File: src/rtl/mic3_sampler.sv
`default_nettype none
// ============================================================================
// Module   : mic3_sampler
// Purpose  : Periodic and single-shot conversion scheduler for the Pmod MIC3
//            interface. Provides a valid/ready sample output and a decaying peak.
// Revision : 1.0 - initial release
// ============================================================================
module mic3_sampler #(
    parameter int PERIOD_W   = 16,
    parameter int MIN_PERIOD = 64,
    parameter int TIMEOUT    = 256,
    parameter int DECAY_SH   = 10
) (
    input  logic                clk,
    input  logic                rst,
    input  logic                enable,
    input  logic                single,
    input  logic [PERIOD_W-1:0] period,
    input  logic                clear_flags,
    output logic                mic_read,
    input  logic [11:0]         mic_audio,
    input  logic                mic_new_data,
    output logic [11:0]         sample,
    output logic                sample_valid,
    input  logic                sample_ready,
    output logic [11:0]         peak,
    output logic                overrun,
    output logic                timeout_err,
    output logic                busy
);

    localparam int                  WAIT_W      = (TIMEOUT > 1) ? $clog2(TIMEOUT) : 1;
    localparam logic [PERIOD_W-1:0] C_MIN_P     = PERIOD_W'(MIN_PERIOD);
    localparam logic [PERIOD_W-1:0] C_P_ONE     = PERIOD_W'(1);
    localparam logic [WAIT_W-1:0]   C_WAIT_LAST = WAIT_W'(TIMEOUT - 1);
    localparam logic [WAIT_W-1:0]   C_WAIT_ONE  = WAIT_W'(1);

    typedef enum logic [1:0] {
        ST_IDLE = 2'd0,
        ST_REQ  = 2'd1,
        ST_WAIT = 2'd2
    } state_t;

    state_t              r_state;
    state_t              w_state_nxt;
    logic                r_enable_d;
    logic [PERIOD_W-1:0] r_period_cnt;
    logic                r_pending;
    logic [WAIT_W-1:0]   r_wait_cnt;
    logic [11:0]         r_sample;
    logic                r_valid;
    logic [11:0]         r_peak;
    logic                r_overrun;
    logic                r_timeout;
    logic [PERIOD_W-1:0] w_p_eff;
    logic                w_timer_req;
    logic                w_capture;
    logic                w_timeout;
    logic                w_tick;

    assign w_p_eff     = (period < C_MIN_P) ? C_MIN_P : period;
    assign w_timer_req = (enable & ~r_enable_d) | (enable & (r_period_cnt == '0));

    // Period timer: a rising enable or an expired count both fire and reload.
    always_ff @(posedge clk or negedge rst) begin
        if (!rst) begin
            r_enable_d   <= 1'b0;
            r_period_cnt <= '0;
        end else begin
            r_enable_d <= enable;
            if (w_timer_req)
                r_period_cnt <= w_p_eff - C_P_ONE;
            else if (enable)
                r_period_cnt <= r_period_cnt - C_P_ONE;
        end
    end

    always_comb begin
        w_state_nxt = r_state;
        w_capture   = 1'b0;
        w_timeout   = 1'b0;
        case (r_state)
            ST_IDLE: if (r_pending) w_state_nxt = ST_REQ;
            ST_REQ:  w_state_nxt = ST_WAIT;
            ST_WAIT: begin
                if (mic_new_data) begin
                    w_capture   = 1'b1;
                    w_state_nxt = ST_IDLE;
                end else if (r_wait_cnt == C_WAIT_LAST) begin
                    w_timeout   = 1'b1;
                    w_state_nxt = ST_IDLE;
                end
            end
            default: w_state_nxt = ST_IDLE;
        endcase
    end

    // Requests seen while the REQ cycle consumes the pending flag are merged away.
    always_ff @(posedge clk or negedge rst) begin
        if (!rst) begin
            r_state    <= ST_IDLE;
            r_pending  <= 1'b0;
            r_wait_cnt <= '0;
        end else begin
            r_state   <= w_state_nxt;
            r_pending <= (r_state == ST_REQ) ? 1'b0 : (r_pending | single | w_timer_req);
            if (r_state == ST_REQ)
                r_wait_cnt <= '0;
            else if (r_state == ST_WAIT)
                r_wait_cnt <= r_wait_cnt + C_WAIT_ONE;
        end
    end

    generate
        if (DECAY_SH > 0) begin : g_decay_cnt
            logic [DECAY_SH-1:0] r_decay_cnt;
            always_ff @(posedge clk or negedge rst) begin
                if (!rst)
                    r_decay_cnt <= '0;
                else
                    r_decay_cnt <= r_decay_cnt + DECAY_SH'(1);
            end
            assign w_tick = &r_decay_cnt;
        end else begin : g_decay_every
            assign w_tick = 1'b1;
        end
    endgenerate

    always_ff @(posedge clk or negedge rst) begin
        if (!rst) begin
            r_sample  <= '0;
            r_valid   <= 1'b0;
            r_peak    <= '0;
            r_overrun <= 1'b0;
            r_timeout <= 1'b0;
        end else begin
            if (w_capture) begin
                r_sample <= mic_audio;
                r_valid  <= 1'b1;
            end else if (r_valid && sample_ready) begin
                r_valid <= 1'b0;
            end

            if (w_capture && r_valid && !sample_ready)
                r_overrun <= 1'b1;
            else if (clear_flags)
                r_overrun <= 1'b0;

            if (w_timeout)
                r_timeout <= 1'b1;
            else if (clear_flags)
                r_timeout <= 1'b0;

            // A larger capture beats a coincident decay tick.
            if (w_capture && (mic_audio > r_peak))
                r_peak <= mic_audio;
            else if (w_tick && (r_peak != 12'd0))
                r_peak <= r_peak - 12'd1;
        end
    end

    assign mic_read     = (r_state == ST_REQ);
    assign busy         = (r_state != ST_IDLE);
    assign sample       = r_sample;
    assign sample_valid = r_valid;
    assign peak         = r_peak;
    assign overrun      = r_overrun;
    assign timeout_err  = r_timeout;

endmodule
`default_nettype wire

File: config.mk
export PLATFORM = sky130hd
export DESIGN_NAME = mic3_sampler
export DESIGN_NICKNAME = d
export VERILOG_FILES = /design/src/rtl/mic3_sampler.sv
export SDC_FILE = /design/constraint.sdc
export NUM_CORES = 1
export LEC_CHECK = 0
export ABC_AREA = 1
export CORE_MARGIN = 4
export CORE_UTILIZATION = 60
export DETAILED_ROUTE_END_ITERATION = 10
export DONT_BUFFER_PORTS = 1
export GPL_TIMING_DRIVEN = 0
export MAX_ROUTING_LAYER = met4
export PLACE_DENSITY = 0.76
export SYNTH_ARGS = -nofsm -noshare
export SYNTH_HDL_FRONTEND = slang
export SYNTH_SLANG_ARGS = --single-unit
File: constraint.sdc
create_clock -name clk -period 2.5 [get_ports clk]
set_input_delay 0.5 -clock clk [delete_from_list [all_inputs] [get_ports clk]]
set_output_delay 0.5 -clock clk [all_outputs]
set_load 0.01 [all_outputs]
### Word level (Yosys, flattened, before mapping)

Cells that the tools add are included.

* register bits after elaboration: 65
* output and inout bits: 29
* logic and storage cells: 69

* $lt $le $gt $ge: 2
* equal/unequal tests: 5
* multiplexer cells: 22
* bitwise logic cells: 6
* reduce and logical (&&, ||, !) cells: 18
* add/subtract/negate cells: 5

Operators by type and width (number)
* 2-to-1 mux 16 bit: 3
* subtractor 16 x 1 -> 16 bit (second input constant): 2
* 2-to-1 mux 12 bit: 2
* logical NOT 16 bit: 1
* less-than comparator 16 x 7 -> 1 bit (second input constant): 1
* 2-to-1 mux 8 bit: 2
* nonzero test 2 bit: 7
* > comparator 12 bit: 1
* nonzero test 12 bit: 1
* subtractor 12 x 1 -> 12 bit (second input constant): 1
* 2-to-1 mux 1 bit: 11
* adder 10 x 1 -> 10 bit (second input constant): 1
* AND reduction 10 bit: 1
* adder 8 x 1 -> 8 bit (second input constant): 1
* == test 8 bit (second input constant): 1
* 2-to-1 mux 2 bit: 3
* case mux 2 bit (3 select lines): 1
* logical AND 1 bit: 5
* inequality test 3 bit (second input constant): 1
* bitwise OR 1 bit: 3
* AND 1 bit: 2
* == test 2 x 1 -> 1 bit (second input constant): 1
* == test 2 bit (second input constant): 1
* logical NOT 2 bit: 1
* other kinds (4): 4

### Longest topological paths before layout

* word-level depth: 5
* gate-level depth with buffers: 18
* gate-level depth less buffers: 17

### Least setup slack after synthesis

No wires, ideal clock.

* path kind: input port to flip-flop
* start point: input period[13]
* end point: register r_period_cnt[10]
* required time: 2.384 ns
* cell stages on the path: 15
* path buffers: 0
* arrival: 1.979 ns
* slack: 0.404 ns
* cell sequence: nor2_1 > nand4_1 > nor2_1 > nor2_1 > nand2_1 > nand2_2 > inv_2 > ha_1 > nand3_1 > nor2_2 > nand3_1 > nand2_1 > nand2_1 > nand2_1 > nand2_1

* cells in the longest elaborated chain, start to end: 4

Ends and longest elaborated chain
* start: declaration: RTL line 18 `input logic [PERIOD_W-1:0] period,`
* less-than comparator 16 x 7 -> 1 bit: RTL line 61 `assign w_p_eff = (period < C_MIN_P) ? C_MIN_P : period;`
* 2-to-1 mux 16 bit: RTL line 61
* subtractor 16 x 1 -> 16 bit: RTL line 72 `r_period_cnt <= w_p_eff - C_P_ONE;`
* 2-to-1 mux 16 bit: RTL line 71 `if (w_timer_req)`
* end signal: assignment: RTL line 72
* end signal: assignment: RTL line 74 `r_period_cnt <= r_period_cnt - C_P_ONE;`
* end: declaration: RTL line 47 `logic [PERIOD_W-1:0] r_period_cnt;`

Every way passes these cells.
A chain may end at the register's enable or synchronous reset.

### Worst setup path in the final report

* start point: register r_period_cnt[3]
* end point: register r_period_cnt[10]

* cells in the longest elaborated chain, start to end: 4

Ends and longest elaborated chain
* parallel branches: the longest is 4 deep, another holds subtractor 16 x 1 -> 16 bit

Several ways; the timed one is not identified. The select of a mux whose other input is x is not followed.

==> parameters.txt <==
Parameter                              Value

Placement
  Post-placement worst setup slack    -43.8 ps
  Cell count after placement    636
  RD Place Congestion    0.949
  Area after detailed placement    4190 µm²
  Count of input and output buffers    0
  DP Wirelength    7150 µm

Layout
  Proportion of layout cells with a drive suffix above 1    10.5%
  Nets    631
  Number of standard cells in the layout, taps in and fillers out    658
  Flip-flop and latch area    1630 µm²
  Filler cells    548
  Utilization after layout    68.8%
  Area growth from synthesis to final layout    9.21%
  Post-route cell area    4470 µm²
  Multi-input logic area    2170 µm²
  Antenna cells    0

Global routing
  Antenna violations before repair    0
  Vias in the first global route    3,326
  Overall fraction of global-route tracks in use    25.1%
  Global-route congestion overflow total    0
  Maximum number of pins on one net before global-route repair    66
  Global-route wire length before repair    16,100 µm

Detailed routing
  Number of detailed-routing iterations run before antenna repair    4
  Vias per cell    5.56
  Average wire length per cell after detail routing    14.6 µm
  DR vias    3,658
  DR DRC count    0
  DR iter-0 viols    225
  Remaining antenna violation count after routing    0
  Routed Wire Length    9610 µm

Synthesis
  Syn Std Cell Area    4090 µm²
  Synthesized instance count    559
  Cell taking the most area after synthesis    sky130_fd_sc_hd__dfrtp_1
  Syn. warnings    0
  Sequential element share of the synthesized area    39.8%
  Mean area per synthesized cell    7.32 µm²
  Synthesis-stage register bit count    65
  Top area cells in the synthesized netlist    sky130_fd_sc_hd__dfrtp_1 (40%), sky130_fd_sc_hd__nand2_1 (16%), sky130_fd_sc_hd__ha_1 (6.1%), sky130_fd_sc_hd__inv_1 (6.1%), sky130_fd_sc_hd__nand3_1 (6.0%)
  Synthesized netlist net count    614
  Share of Yosys cell area claimed by the top area cell type    39.8%
  Number of distinct library cells after synthesis    38

Die
  Area of the die    8200 µm²
  Number of top-level pins    64
  Starting utilization of the core area    63.0%
  Row Count    29
  Vertical die dimension    90.6 µm
  Overall die width    90.6 µm
  Core area    6490 µm²

CTS
  Clock network latency to the later pin of the worst-skew pair    360 ps
  Clock tree root buffer cell    sky130_fd_sc_hd__clkbuf_8
  CTS H-tree lvls    3
  Worst-case clock buffer depth    2
  Number of buffers added by the clock tree synthesis step    9
  CTS tree    built
  Clock-pin slew reported for the worst setup and hold paths after clock tree synthesis    80 ps
  Number of sinks driven by the clock tree    65

Critical path
  Cells along the critical path    nor2_1 > nand2_1 > nor2_2 > nand2_1 > nand2_2 > nand2_1 > buf_6 > nand2_1 > nand2_2 > inv_2 > ha_4 > nand3_4 > nor2_4 > nand3_1 > nand2_1 > nand2_1 > nand2_1 > nand2_1
  Worst Path Class, Setup    reg2reg
  Max incr delay on CP    410 ps
  R2r worst-path depth    18
  Worst EP arrival    2580 ps
  Cell occurring most often along the worst timing path    sky130_fd_sc_hd__nand2_1
  Kind of end point of the critical path    flip-flop
  Startpoint kind of the worst setup timing path    flip-flop
  Critical-path top delay cell    sky130_fd_sc_hd__dfrtp_1
  Worst-path fanout max    10
  Data required time of the worst path    2740 ps

Timing
  Worst setup skew after layout    11.5 ps
  Rel. slew slack    65.0%
  Fin Hold WS    -4.32 ps
  Max-slew violations    0
  Setup repair after global routing missed its margin    true
  Final Setup Violations    0
  Min Tclk post-route    2340 ps
  Share of the cycle needed by the critical path after routing    93.5%
  Worst Setup Slack, final    163 ps
  Final Hold Violating Endpoints    2
  Fmax    428 MHz
  Slew @ Worst Pin    525 ps

Power
  Total power    0.00383 W
  Pwr Density    857 nW/µm²
  Cell leakage power    2.28 nW
  IR drop worst, VDD    0.535 mV

Min path
  Type of the most critical hold path    in2async

Run status
  Violated checks    hold timing
  Run status    finished with violations

Run
  Number of max-cap violations    0
## routing by layer
layer / up-vias / GRT usage (%) / share of wire, %
li1: 1830 / - / -
met1: 1703 / 34.7 / 46
met2: 110 / 36.4 / 46
met3: 15 / 5.92 / 7.1
met4: 0 / 8.55 / 1.5
met5: - / - / 0
## power by group
part	leakage (nW)	internal [W]	total, W	switching [W]
clock	0.0843	0.000367	0.000805	0.000438
sequential	0.811	0.00134	0.00168	0.000344
combinational	1.38	0.000504	0.00134	0.000840
## worst max-delay path: cells and delay by family (launching register included)
family	cells	cell delay [ps]
adder cells (fa/ha/maj)	1	150
AND/OR/NAND/NOR	15	1420
buffers and inverters	2	250
flip-flops	1	410
## path summary, 6_finish.rpt
kind | startpoint | to | slack [ps]
setup / recovery | r_period_cnt[3] | r_period_cnt[10] | 160
hold / removal | rst | r_wait_cnt[5] | -4
min in group clk | enable | r_enable_d | 180
hold reg to reg | g_decay_cnt.r_decay_cnt[0] | g_decay_cnt.r_decay_cnt[0] | 450
max in group asynchronous | rst | peak[11] | 2190
setup reg to reg | r_period_cnt[3] | r_period_cnt[10] | 160
## synthesized netlist by cell type, drive strengths merged
master	number
a21oi	16
clkbuf	5
nand2	182
buf	7
o31ai	1
inv	69
nor3	9
o211ai	8
clkinv	1
a31oi	3
dfrtp	65
ha	20
nor3b	2
nor2	62
xnor2	2
nand4	10
o22ai	2
nand3	51
or2	4
o32ai	1
xor2	15
o2111ai	1
o21ai	22
o21a	1
## stage by stage
step	hold slack (ps)	TNS [ps]
after floorplan	204	0
after CTS	27.1	0
after detailed placement	206	-103
after global placement	206	-4.65
final	-4.32	0
after global routing	17.7	-8.24
## cells in the final DEF, fill, tap and decap left out, types with 2 or more instances in the layout
cell type | synthesis | layout
sky130_fd_sc_hd__o21ai_1 | 2 | 2
sky130_fd_sc_hd__nand3_4 | 1 | 2
sky130_fd_sc_hd__nor3b_1 | 2 | 2
sky130_fd_sc_hd__clkinvlp_4 | 0 | 2
sky130_fd_sc_hd__o22ai_1 | 2 | 2
sky130_fd_sc_hd__nor3_1 | 8 | 7
sky130_fd_sc_hd__nand4_1 | 10 | 10
sky130_fd_sc_hd__o211ai_1 | 8 | 8
sky130_fd_sc_hd__xor2_1 | 15 | 15
sky130_fd_sc_hd__inv_1 | 66 | 66
sky130_fd_sc_hd__inv_2 | 3 | 3
sky130_fd_sc_hd__nand2_2 | 7 | 9
sky130_fd_sc_hd__buf_4 | 2 | 7
sky130_fd_sc_hd__clkbuf_8 | 0 | 9
sky130_fd_sc_hd__nor2_2 | 4 | 3
sky130_fd_sc_hd__a21oi_1 | 16 | 16
sky130_fd_sc_hd__ha_1 | 20 | 19
sky130_fd_sc_hd__xnor2_1 | 2 | 2
sky130_fd_sc_hd__a31oi_1 | 3 | 3
sky130_fd_sc_hd__nor2_4 | 4 | 5
sky130_fd_sc_hd__buf_2 | 3 | 3
sky130_fd_sc_hd__nand2_1 | 174 | 172
sky130_fd_sc_hd__nor2_1 | 54 | 54
sky130_fd_sc_hd__inv_6 | 0 | 2
sky130_fd_sc_hd__buf_6 | 2 | 2
sky130_fd_sc_hd__o21ai_0 | 18 | 18
sky130_fd_sc_hd__dfrtp_1 | 65 | 64
sky130_fd_sc_hd__nor3_2 | 1 | 2
sky130_fd_sc_hd__nand3_1 | 49 | 48
sky130_fd_sc_hd__o21ai_2 | 2 | 2
sky130_fd_sc_hd__or2_2 | 2 | 2
sky130_fd_sc_hd__clkbuf_1 | 5 | 7
## area by class of cell
cell class | count | area share, %
multi-input cells | 412 | 48.6
flip-flops and latches | 65 | 36.4
inverters | 70 | 5.97
clock buffers | 11 | 2.94
well taps | 77 | 2.16
plain buffers | 12 | 1.60
repair buffers | 6 | 1.46
clock inverters | 5 | 0.868
## flip-flops by register name (all words and copies together) (netlist names)
register,flops
sample,12
r_enable_d,1
overrun,1
r_wait_cnt,8
peak,12
g_decay_cnt.r_decay_cnt,10
r_state,2
r_period_cnt,16
timeout_err,1
r_pending,1
sample_valid,1
## cells by family after synthesis
kind of cell,after synthesis,synth area share [%]
xor+xnor,17,3.64
flops,65,39.8
fa+ha+maj,20,6.12
compound gates,55,7.86
simple gates,320,34.4
buf+inv,82,8.17
## timing repair
action / CTS / global route
pin swaps: 1 / 4
setup endpoints to repair: 4 / 15
setup buffers: 0 / 5
endpoints found under the hold margin: 65 / 0
hold buffers: 1 / 0
resized for setup: 1 / 9
Power figures use the tool's default switching activity.
